File: config.mk
export PLATFORM = sky130hd
export DESIGN_NAME = sram_rd_arbiter_flat
export DESIGN_NICKNAME = d
export VERILOG_FILES = /design/src/rtl/sram_rd_arbiter_if.sv /design/src/rtl/sram_rd_arbiter.sv /design/src/flat_wrapper.sv
export SDC_FILE = /design/constraint.sdc
export NUM_CORES = 1
export LEC_CHECK = 0
export ABC_AREA = 0
export BUFFER_PORTS_ARGS = -buffer_cell sky130_fd_sc_hd__buf_2
export CORE_UTILIZATION = 44
export CTS_BUF_LIST = sky130_fd_sc_hd__clkbuf_2
export DETAILED_ROUTE_END_ITERATION = 8
export PLACE_DENSITY = 0.87
export SYNTH_ARGS = -nofsm -noshare
export SYNTH_HDL_FRONTEND = slang
export SYNTH_SLANG_ARGS = --single-unit
File: constraint.sdc
create_clock -name clk -period 3.55 [get_ports clk]
set_input_delay 0.5325 -clock clk [delete_from_list [all_inputs] [get_ports clk]]
set_output_delay 0.5325 -clock clk [all_outputs]
set_load 0.05 [all_outputs]
File: src/rtl/sram_rd_arbiter_if.sv
// Requester-side bus of the SRAM read arbiter: per-requester req/lock/addr in,
// one-hot grant and returned-data strobe out, shared read data.
interface sram_rd_arbiter_if #(
  parameter int NUM_REQ = 2,
  parameter int ADDR_W  = 12,
  parameter int DATA_W  = 16
);
  // Handshake: a requester raises req[i] with addr[i] (and lock[i]) and holds
  // them until gnt[i] is seen high in the same cycle; the edge that closes a
  // cycle with gnt[i]=1 accepts the read, and rvalid[i] with rdata follows on
  // the next cycle. There is no backpressure on the return path.
  logic [NUM_REQ-1:0]        req;
  logic [NUM_REQ-1:0]        lock;
  logic [NUM_REQ*ADDR_W-1:0] addr;
  logic [NUM_REQ-1:0]        gnt;
  logic [NUM_REQ-1:0]        rvalid;
  logic [DATA_W-1:0]         rdata;

  modport master (output req, output lock, output addr,
                  input gnt, input rvalid, input rdata);
  modport slave  (input req, input lock, input addr,
                  output gnt, output rvalid, output rdata);
endinterface

File: src/rtl/sram_rd_arbiter.sv
// Round-robin arbiter with bounded burst lock sharing one 1-cycle-latency SRAM
// read port between NUM_REQ requesters; read data is routed back by owner.
module sram_rd_arbiter #(
  parameter int NUM_REQ  = 2,
  parameter int ADDR_W   = 12,
  parameter int DATA_W   = 16,
  parameter int MAX_LOCK = 16,
  localparam int PTR_W   = (NUM_REQ > 1) ? $clog2(NUM_REQ) : 1,
  localparam int CNT_W   = $clog2(MAX_LOCK + 1)
) (
  input  logic                  clk,
  input  logic                  reset_b,
  sram_rd_arbiter_if.slave      bus,
  output logic [ADDR_W-1:0]     sram_rd_address,
  input  logic [DATA_W-1:0]     sram_rd_data,
  output logic                  arb_busy,
  output logic [PTR_W-1:0]      dbg_rr_ptr,
  output logic [CNT_W-1:0]      dbg_lock_cnt
);

  localparam logic [PTR_W-1:0] LAST    = PTR_W'(NUM_REQ - 1);
  localparam logic [CNT_W-1:0] MAX_CNT = CNT_W'(MAX_LOCK);

  logic [PTR_W-1:0]   rr_ptr;
  logic [PTR_W-1:0]   lock_owner;
  logic               lock_vld;
  logic [CNT_W-1:0]   lock_cnt;
  logic [ADDR_W-1:0]  addr_q;
  logic [NUM_REQ-1:0] rvalid_q;

  logic [ADDR_W-1:0]  addr_arr [NUM_REQ];
  logic               lock_hit;
  logic               any_gnt;
  logic [PTR_W-1:0]   sel;
  logic [PTR_W-1:0]   scan;
  logic [NUM_REQ-1:0] gnt_c;

  always_comb begin
    for (int i = 0; i < NUM_REQ; i++) begin
      addr_arr[i] = bus.addr[i*ADDR_W +: ADDR_W];
    end
  end

  // A locked owner keeps priority until it has taken MAX_LOCK grants in a row;
  // after that it competes in the normal rotation starting at rr_ptr.
  always_comb begin
    lock_hit = lock_vld && bus.req[lock_owner] && (lock_cnt < MAX_CNT);
    any_gnt  = 1'b0;
    sel      = '0;
    scan     = rr_ptr;
    if (lock_hit) begin
      any_gnt = 1'b1;
      sel     = lock_owner;
    end else begin
      for (int k = 0; k < NUM_REQ; k++) begin
        if (!any_gnt && bus.req[scan]) begin
          any_gnt = 1'b1;
          sel     = scan;
        end
        scan = (scan == LAST) ? '0 : scan + 1'b1;
      end
    end
  end

  always_comb begin
    gnt_c = '0;
    if (any_gnt) gnt_c[sel] = 1'b1;
  end

  always_ff @(posedge clk or negedge reset_b) begin
    if (!reset_b) begin
      rr_ptr     <= '0;
      lock_owner <= '0;
      lock_vld   <= 1'b0;
      lock_cnt   <= '0;
      addr_q     <= '0;
      rvalid_q   <= '0;
    end else begin
      rvalid_q <= gnt_c;
      if (any_gnt) begin
        rr_ptr <= (sel == LAST) ? '0 : sel + 1'b1;
        addr_q <= addr_arr[sel];
        if (bus.lock[sel]) begin
          lock_vld   <= 1'b1;
          lock_owner <= sel;
          // An exhausted owner that wins again through rotation opens a new burst.
          lock_cnt   <= (lock_vld && (lock_owner == sel) && (lock_cnt < MAX_CNT))
                        ? lock_cnt + 1'b1 : CNT_W'(1);
        end else begin
          lock_vld <= 1'b0;
          lock_cnt <= '0;
        end
      end else begin
        // No grant means no requests at all, so any lock owner has dropped req.
        lock_vld <= 1'b0;
        lock_cnt <= '0;
      end
    end
  end

  assign bus.gnt         = gnt_c;
  assign bus.rvalid      = rvalid_q;
  assign bus.rdata       = sram_rd_data;
  assign sram_rd_address = any_gnt ? addr_arr[sel] : addr_q;
  assign arb_busy        = (|bus.req) | (|rvalid_q);
  assign dbg_rr_ptr      = rr_ptr;
  assign dbg_lock_cnt    = lock_cnt;

endmodule

File: src/flat_wrapper.sv
// flat-port wrapper written by rule: the top's interface ports become plain ports
module sram_rd_arbiter_flat 
#(
  parameter int NUM_REQ  = 2,
  parameter int ADDR_W   = 12,
  parameter int DATA_W   = 16,
  parameter int MAX_LOCK = 16,
  localparam int PTR_W   = (NUM_REQ > 1) ? $clog2(NUM_REQ) : 1,
  localparam int CNT_W   = $clog2(MAX_LOCK + 1)
)
  (clk, reset_b, sram_rd_address, sram_rd_data, arb_busy, dbg_rr_ptr, dbg_lock_cnt, bus_req, bus_lock, bus_addr, bus_gnt, bus_rvalid, bus_rdata);
  sram_rd_arbiter_if #(.NUM_REQ(NUM_REQ), .ADDR_W(ADDR_W), .DATA_W(DATA_W)) bus_i ();
  input  logic clk;
  input  logic reset_b;
  output logic [ADDR_W-1:0] sram_rd_address;
  input  logic [DATA_W-1:0] sram_rd_data;
  output logic arb_busy;
  output logic [PTR_W-1:0] dbg_rr_ptr;
  output logic [CNT_W-1:0] dbg_lock_cnt;
  input wire logic [$bits(bus_i.req)-1:0] bus_req;
  input wire logic [$bits(bus_i.lock)-1:0] bus_lock;
  input wire logic [$bits(bus_i.addr)-1:0] bus_addr;
  output wire logic [$bits(bus_i.gnt)-1:0] bus_gnt;
  output wire logic [$bits(bus_i.rvalid)-1:0] bus_rvalid;
  output wire logic [$bits(bus_i.rdata)-1:0] bus_rdata;
  assign bus_i.req = bus_req;
  assign bus_i.lock = bus_lock;
  assign bus_i.addr = bus_addr;
  assign bus_gnt = bus_i.gnt;
  assign bus_rvalid = bus_i.rvalid;
  assign bus_rdata = bus_i.rdata;
  sram_rd_arbiter #(.NUM_REQ(NUM_REQ), .ADDR_W(ADDR_W), .DATA_W(DATA_W), .MAX_LOCK(MAX_LOCK)) u_core (.clk(clk), .reset_b(reset_b), .bus(bus_i), .sram_rd_address(sram_rd_address), .sram_rd_data(sram_rd_data), .arb_busy(arb_busy), .dbg_rr_ptr(dbg_rr_ptr), .dbg_lock_cnt(dbg_lock_cnt));
endmodule
# Yosys cells after proc, flatten, opt, wreduce, memory -nomap -nowiden
# Index checks and enable logic that the tools add are counted.
[op_classes]
n_addsub = 3
n_mul = 0
div = 0
magnitude_cmp = 7
n_eq_ne = 1
shift = 0
muxes = 29
bitwise = 2
reduce_logical = 10
[op_table]
columns = ["op", "n"]
rows = [
  ["$mux W12", 4],
  ["$mux W1", 20],
  ["$mux W5", 3],
  ["$lt A1 B2 Y1 const B", 4],
  ["$logic_and A1 B1 Y1", 6],
  ["$add A5 B1 Y5 const B", 1],
  ["$lt A5 B5 Y1 const B", 1],
  ["$reduce_or A2 Y1", 2],
  ["$add A1 B1 Y1 const B", 2],
  ["$ge A2 B2 Y1 const B", 1],
  ["$mux W2", 1],
  ["$not A1 Y2", 1],
  ["$reduce_and A2 Y1", 1],
  ["$demux W1 S1", 1],
  ["$eq A1 B1 Y1", 1],
  ["$ge A1 B1 Y1 const B", 1],
  ["$logic_not A1 Y1", 1],
  ["$or A1 B1 Y1", 1],
]
[totals]
ff_bits = 22
latchBits = 0
mem_bits_rw = 0
rom_bits = 0
in_bits = 46
output_inout_bits = 39
wordCells = 58
mem_count = 0

# Depth between registers and ports, before layout
# Gate-level depths: netlist of run 1.
[logic_depth]
depth_word = 15
depth_mapped = 4
depth_no_buf = 3

# Least setup slack after synthesis of run 1
# OpenSTA, ideal clock, no wires.
[synth_path]
path_kind = "register to output"
start = "reg u_core.lock_cnt[4], in the netlist u_core.dbg_lock_cnt[4]"
end = "out sram_rd_address[0]"
t_arrival_ps = 1875
t_required_ps = 3017
setup_slack_ps = 1142
stages_incl_launch_ff = 5
path_buffers = 1
cell_sequence = "dfrtp_1 -> nor2b_1 -> o211a_1 -> buf_6 -> a221o_1"
[synth_via]
elab_chain_len = 8
elab_cells_between_ends = 9
classes_between = "1 x order compare; 6 x mux; 1 x bitwise; 1 x reduce/logical"
[synth_rtl]
columns = ["item", "line", "source"]
rows = [
  ["from (decl)", "sram_rd_arbiter.sv:27", "logic [CNT_W-1:0] lock_cnt;"],
  ["from (signal assigned)", "sram_rd_arbiter.sv:87", "lock_cnt <= (lock_vld && (lock_owner == sel) && (lock_cnt < MAX_CNT))"],
  ["$lt A5 B5 Y1 (*)", "sram_rd_arbiter.sv:47", "lock_hit = lock_vld && bus.req[lock_owner] && (lock_cnt < MAX_CNT);"],
  ["$logic_and A1 B1 Y1 (*)", "sram_rd_arbiter.sv:47", ""],
  ["$mux W1", "sram_rd_arbiter.sv:51", "if (lock_hit) begin"],
  ["$not A1 Y2 (not written as such)", "sram_rd_arbiter.sv:104", "assign sram_rd_address = any_gnt ? addr_arr[sel] : addr_q;"],
  ["$mux W12 (not written as such) (3 in series)", "sram_rd_arbiter.sv:104", ""],
  ["$mux W12 (*)", "--", ""],
  ["to (decl)", "flat_wrapper.sv:15", "output logic [ADDR_W-1:0] sram_rd_address;"],
]
# Every way passes the cells marked *; elsewhere a longest branch is shown, timed or not. The select of a mux whose other input is x is not followed.

# Final worst setup path of run 1
[layout_path]
start = "reg u_core.lock_cnt[4], in the netlist u_core.dbg_lock_cnt[4]"
end = "out sram_rd_address[8]"
# The elaborated chain is that of the path after synthesis.

==> metrics.yaml, run 1 <==
status: "completed"
syn_avg_cell_area_um2: 11.5
crit_buf_inv: 1
synthMuxAreaShare_pct: 0
timing.final.crit_share_pct: 76.3
power.switching_uw: 253
start_util_pct: 48.6
arrival_ns: 2.18
cts.clk_slew.worst_paths_ns: 0.20
rsz0062_at_grt: "false"
ir_worst_vdd_mv: 0.316
grt_pass1_vias: 893
p_sw_share_pct: 40.7
setup_viol: 0
slew_violations: 0
totalWireLength_mm: 2.46
firstDrtPassIters: 4
end_kind: "output pin"
p_total_uw: 623
synthXorXnorAreaFrac_pct: 1.55
synth_seq_cells: 22
viasPerCell: 5.58
rows: 17
power_leakage_nw: 0.660
ioPinCount: 85
combinationalPowerShare_pct: 37.0
grt_pass1_wl_mm: 3.99
yosys.area_share.adder_pct: 1.11
drv_cap: 0
relSlewSlack_pct: 47.5
yosys.area.top_type: "dfrtp_1"
critPathTopFamily: "compound AO/OA/AOI/OAI gates"
drcViolationCount: 0
synthSimpleGateAreaFrac_pct: 15.2
routedWlPerCell_um: 15.1
worstSetupPathType: "register to output pin"
syn_area_um2: 1130
fill_cells: 215
crit_path_top_delay_cell: "o211a_1"
cp_cell_sequence: "nor2b_1 > o211a_1 > a221o_1 > buf_2"
synth_area_leaders: "dfrtp_1 49%, buf_4 11%, and2_1 7.2%"
cts_tree: "built"
synthFlopType: "dfrtp_1"
hold_path.class: "input port to async pin"
ys_seq_area_share_pct: 48.8
synth_common_cells: "22 x dfrtp_1, 16 x buf_4, 13 x and2_1, 8 x a221o_1, 4 x a221o_2"
clkLatencyLatePin_ns: 0.32
ant_nets: 0
synth_edf_count: 0
grt_max_degree: 23
fp.dieArea_um2: 2770
final_area_um2: 1290
numClockSinks: 22
antenna_cells: 0
fin_nets: 183
synth_fp_nets: 145
synth.top_cell.area_share_pct: 48.8
hold_viol: 0
die_height_um: 52.6
cts_root_buffer: "clkbuf_2"
finClkSkew_ns: 0.00274
powerDensity_nw_per_um2: 481
antenna_found_initial: 0
vias: 909
synth_compound_area_share_pct: 19.3
worstPathRequired_ns: 3.02
ctsHtreeMaxLevel: 1
final.setup.tns_ns: 0
postCtsSetupBuffers: 0
core_um2: 2320
dpl_cell_area_um2: 1280
ys_async_sr_fraction_pct: 100
start_kind: "register"
intPower_uw: 369
worst_pin_slew_ns: 0.776
timing.fmax_ghz: 0.369
cts_resized: 0
port_buffers: 52
ys_warn_count: 0
synth_top_family_by_area: "compound AO/OA/AOI/OAI gates"
clkPwrFrac_pct: 15.7
synth_cell_types: 30
track_usage_pct: 20.4
syn_to_final_growth_pct: 14.9
max_stage_delay_ns: 0.51
grt_overflow: 0
drive_above_1_share_pct: 45.9
power_frac_seq_pct: 47.3
drtIter0Drc: 11
dpl.hpwl_mm: 1.81
ctsHoldBuffers: 0
cts_made_buffers: 3
synth_cells: 98
clockBufferDepth: 2
yosys.cell_count.top_type: "dfrtp_1"
critPathMaxFanout: 14
finalCriticalPeriod_ns: 2.71
fp.dieW_um: 52.6
place_congestion: 0.757
path summary, 6_finish.rpt:
check | to | startpoint | depth (start not counted) | slack, ns
hold reg to reg | u_core.dbg_lock_cnt[4]$_DFF_PN0_ | u_core.dbg_lock_cnt[3]$_DFF_PN0_ | 2 | 0.59
min in group clk | u_core.addr_q[11]$_DFF_PN0_ | bus_addr[11] | 2 | 0.43
hold / removal | u_core.addr_q[6]$_DFF_PN0_ | reset_b | 1 | 0.13
setup / recovery | sram_rd_address[8] | u_core.dbg_lock_cnt[4]$_DFF_PN0_ | 4 | 0.84
max in group asynchronous | u_core.lock_owner$_DFFE_PN0P_ | reset_b | 1 | 3.10
setup reg to reg | u_core.addr_q[8]$_DFF_PN0_ | u_core.dbg_lock_cnt[4]$_DFF_PN0_ | 3 | 1.91
stage by stage:
stage	util, %	hold slack (ns)	instances	worst slack [ns]
final	55.9	0.127	163	0.842
after global routing	55.9	0.121	163	0.651
after CTS	55.9	0.133	163	0.833
after detailed placement	55.0	0.523	159	1.15
after global placement	55.0	0.512	159	1.19
after floorplan	-	0.237	98	1.14
flip-flops by register name, summed over array words and instances, names as in the netlist:
register and flops:
u_core.lock_vld 1, u_core.dbg_rr_ptr 1, u_core.addr_q 12, u_core.lock_owner 1, u_core.dbg_lock_cnt 5, u_core.bus.rvalid 2
cell families after synthesis:
group | count (synthesis)
simple gates | 29
compound gates | 22
buf+inv | 22
flops | 22
xor+xnor | 2
fa+ha+maj | 1
area by class of cell:
type | instances | area (µm²) | area share [%]
Sequential cell | 22 | 551 | 42.5
Multi-Input combinational cell | 54 | 419 | 32.4
Timing Repair Buffer | 52 | 260 | 20.1
Clock inverter | 1 | 3.75 | 0.290
Inverter | 3 | 11.3 | 0.870
Clock buffer | 3 | 15.0 | 1.16
Tap cell | 28 | 35.0 | 2.71
layer usage:
layer  vias up  GRT usage (%)  wire length (µm)
li1        417              -                 -
met1       435           23.0              1040
met2        51           35.2              1190
met3         6           5.22               179
met4         0           10.1                42
met5         -              0                 0
placed cells by master, fill, tap and decap left out, drive strengths merged:
| cell | count |
|---|---|
| buf | 52 |
| dfrtp | 22 |
| and2 | 13 |
| a221o | 12 |
| nand2 | 3 |
| nand3 | 3 |
| a211oi | 3 |
| nor2 | 3 |
| clkbuf | 3 |
| inv | 3 |
| nor2b | 1 |
| nand4b | 1 |
| o211a | 1 |
| o2111ai | 1 |
| nand4bb | 1 |
| o311ai | 1 |
| xor2 | 1 |
| or3b | 1 |
| nand2b | 1 |
| xnor2 | 1 |
| nand4 | 1 |
| a21oi | 1 |
| a2bb2oi | 1 |
| o311a | 1 |
| a21boi | 1 |
| nor3 | 1 |
| ha | 1 |
| clkinv | 1 |
power groups by stage:
stage	combinational [mW]	sequential [mW]	clock (mW)
3_3_place_gp	0.227	0.296	0
3_5_place_dp	0.232	0.298	0
6_report	0.230	0.294	0.0979
5_1_grt	0.247	0.298	0.116
4_1_cts	0.232	0.294	0.104
2_1_floorplan	0.204	0.316	0
worst register-to-register path, stage by stage (launching register included):
cell and delay, ns:
dfrtp_1 0.46, nor2b_1 0.35, o211a_1 0.51, a221o_1 0.26
Power figures use the tool's default switching activity.
==> run 2, diff against run 1 <==
Settings changed: CORE_UTILIZATION 44 to 41, PLACE_DENSITY 0.87 to 0.82.
Clock period 3.55 ns to 2.6 ns, I/O delays scaled along.
==> metrics.yaml, run 2 (synthesis gave the netlist of run 1 again) <==
critPathTopFamily: "compound AO/OA/AOI/OAI gates"
rsz0062_at_grt: "false"
setup_viol: 0
finClkSkew_ns: 0.00457
totalWireLength_mm: 2.48
start_kind: "register"
firstDrtPassIters: 4
crit_path_top_delay_cell: "dfrtp_1"
core_um2: 2540
vias: 931
numClockSinks: 22
status: "completed"
ctsHtreeMaxLevel: 1
hold_path.class: "input port to register"
layout_commonest_cell: "buf_2"
arrival_ns: 2.00
cts_made_buffers: 3
ioPinCount: 85
grt_max_degree: 23
fin_nets: 184
track_usage_pct: 17.3
powerDensity_nw_per_um2: 651
end_kind: "output pin"
timing.fmax_ghz: 0.418
drv_cap: 0
syn_to_final_growth_pct: 16.2
finalCriticalPeriod_ns: 2.39
viasPerCell: 5.61
grt_overflow: 0
hold_viol: 0
final.setup.tns_ns: 0
worst_pin_slew_ns: 0.790
timing.final.crit_share_pct: 92.0
antenna_found_initial: 0
ir_worst_vdd_mv: 0.446
place_congestion: 0.800
ant_nets: 0
grt_pass1_wl_mm: 3.66
cts_tree: "built"
regMostFlops: "u_core.addr_q"
dpl.hpwl_mm: 1.82
routedWlPerCell_um: 14.9
grt_pass1_vias: 862
max_stage_delay_ns: 0.45
drtIter0Drc: 9
clockBufferDepth: 2
postCtsSetupBuffers: 0
clkLatencyLatePin_ns: 0.32
drive_above_1_share_pct: 47.1
p_total_uw: 853
relSlewSlack_pct: 46.5
cts_root_buffer: "clkbuf_2"
largest_reg_flops: 12
fp.dieW_um: 54.4
drcViolationCount: 0
port_buffers: 52
antenna_cells: 0
final_cell_mix: "52 x buf_2, 22 x dfrtp_1, 13 x and2_1"
crit_buf_inv: 1
die_height_um: 54.4
cp_cell_sequence: "nor2b_2 > o211a_2 > a221o_2 > buf_2"
worstPathRequired_ns: 2.21
worstSetupPathType: "register to output pin"
slew_violations: 0
critPathMaxFanout: 14
power_leakage_nw: 0.659
start_util_pct: 44.3
rows: 18
fp.dieArea_um2: 2960
cts.clk_slew.worst_paths_ns: 0.21
-- run 2: repair_timing --
action | 4_1_cts | 5_1_grt
hold buffers | 1 | 0
gates resized for setup | 0 | 2
endpoints found under the hold margin | 22 | 0
setup endpoints to repair | 0 | 12
-- run 2: area by class of cell --
type,instances,area [µm²]
Fill cell,262,1230
Sequential cell,22,551
Multi-Input combinational cell,54,422
Timing Repair Buffer,53,270
Tap cell,30,37.5
Clock buffer,3,15.0
Inverter,3,11.3
Clock inverter,1,3.75
-- run 2: power breakdown --
part	internal, mW	switching, mW
clock	0.0335	0.102
combinational	0.0915	0.227
sequential	0.381	0.0181
-- run 2: final timing paths --
path	endpoint	from	cells after the start	slack (ns)
worst max-delay path	sram_rd_address[6]	u_core.lock_vld$_DFF_PN0_	4	0.21
worst min-delay path	u_core.addr_q[11]$_DFF_PN0_	bus_addr[23]	2	0.29
worst max register to register	u_core.lock_owner$_DFFE_PN0P_	u_core.lock_vld$_DFF_PN0_	3	0.94
worst min register to register	u_core.dbg_lock_cnt[4]$_DFF_PN0_	u_core.dbg_lock_cnt[3]$_DFF_PN0_	2	0.58
max in group asynchronous	u_core.addr_q[3]$_DFF_PN0_	reset_b	2	1.74
min in group asynchronous	u_core.addr_q[4]$_DFF_PN0_	reset_b	2	0.53
-- run 2: per-layer routing --
layer / wire length [µm] / up-vias / global-route usage, %
met4: 17 / 0 / 9.40
met1: 1000 / 455 / 21.3
met5: 0 / - / 0
li1: - / 422 / -
met3: 195 / 2 / 1.67
met2: 1260 / 52 / 29.5
-- run 2: through the flow --
stage	hold WS [ns]	worst slack (ns)	cell area [µm²]	util, %	cells
final	0.292	0.209	1310	51.5	166
after global routing	0.271	0.105	1310	51.5	166
after CTS	0.268	0.0109	1310	51.4	166
after detailed placement	0.388	0.434	1280	50.2	161
after global placement	0.372	0.531	1280	50.2	161
after floorplan	0.0944	0.335	1130	-	98
-- run 2: worst register-to-register path, cell delays in order (launching register included) --
cell      delay (ns)
dfrtp_1         0.45
nor2b_2         0.21
o311ai_1        0.67
a21boi_0        0.21
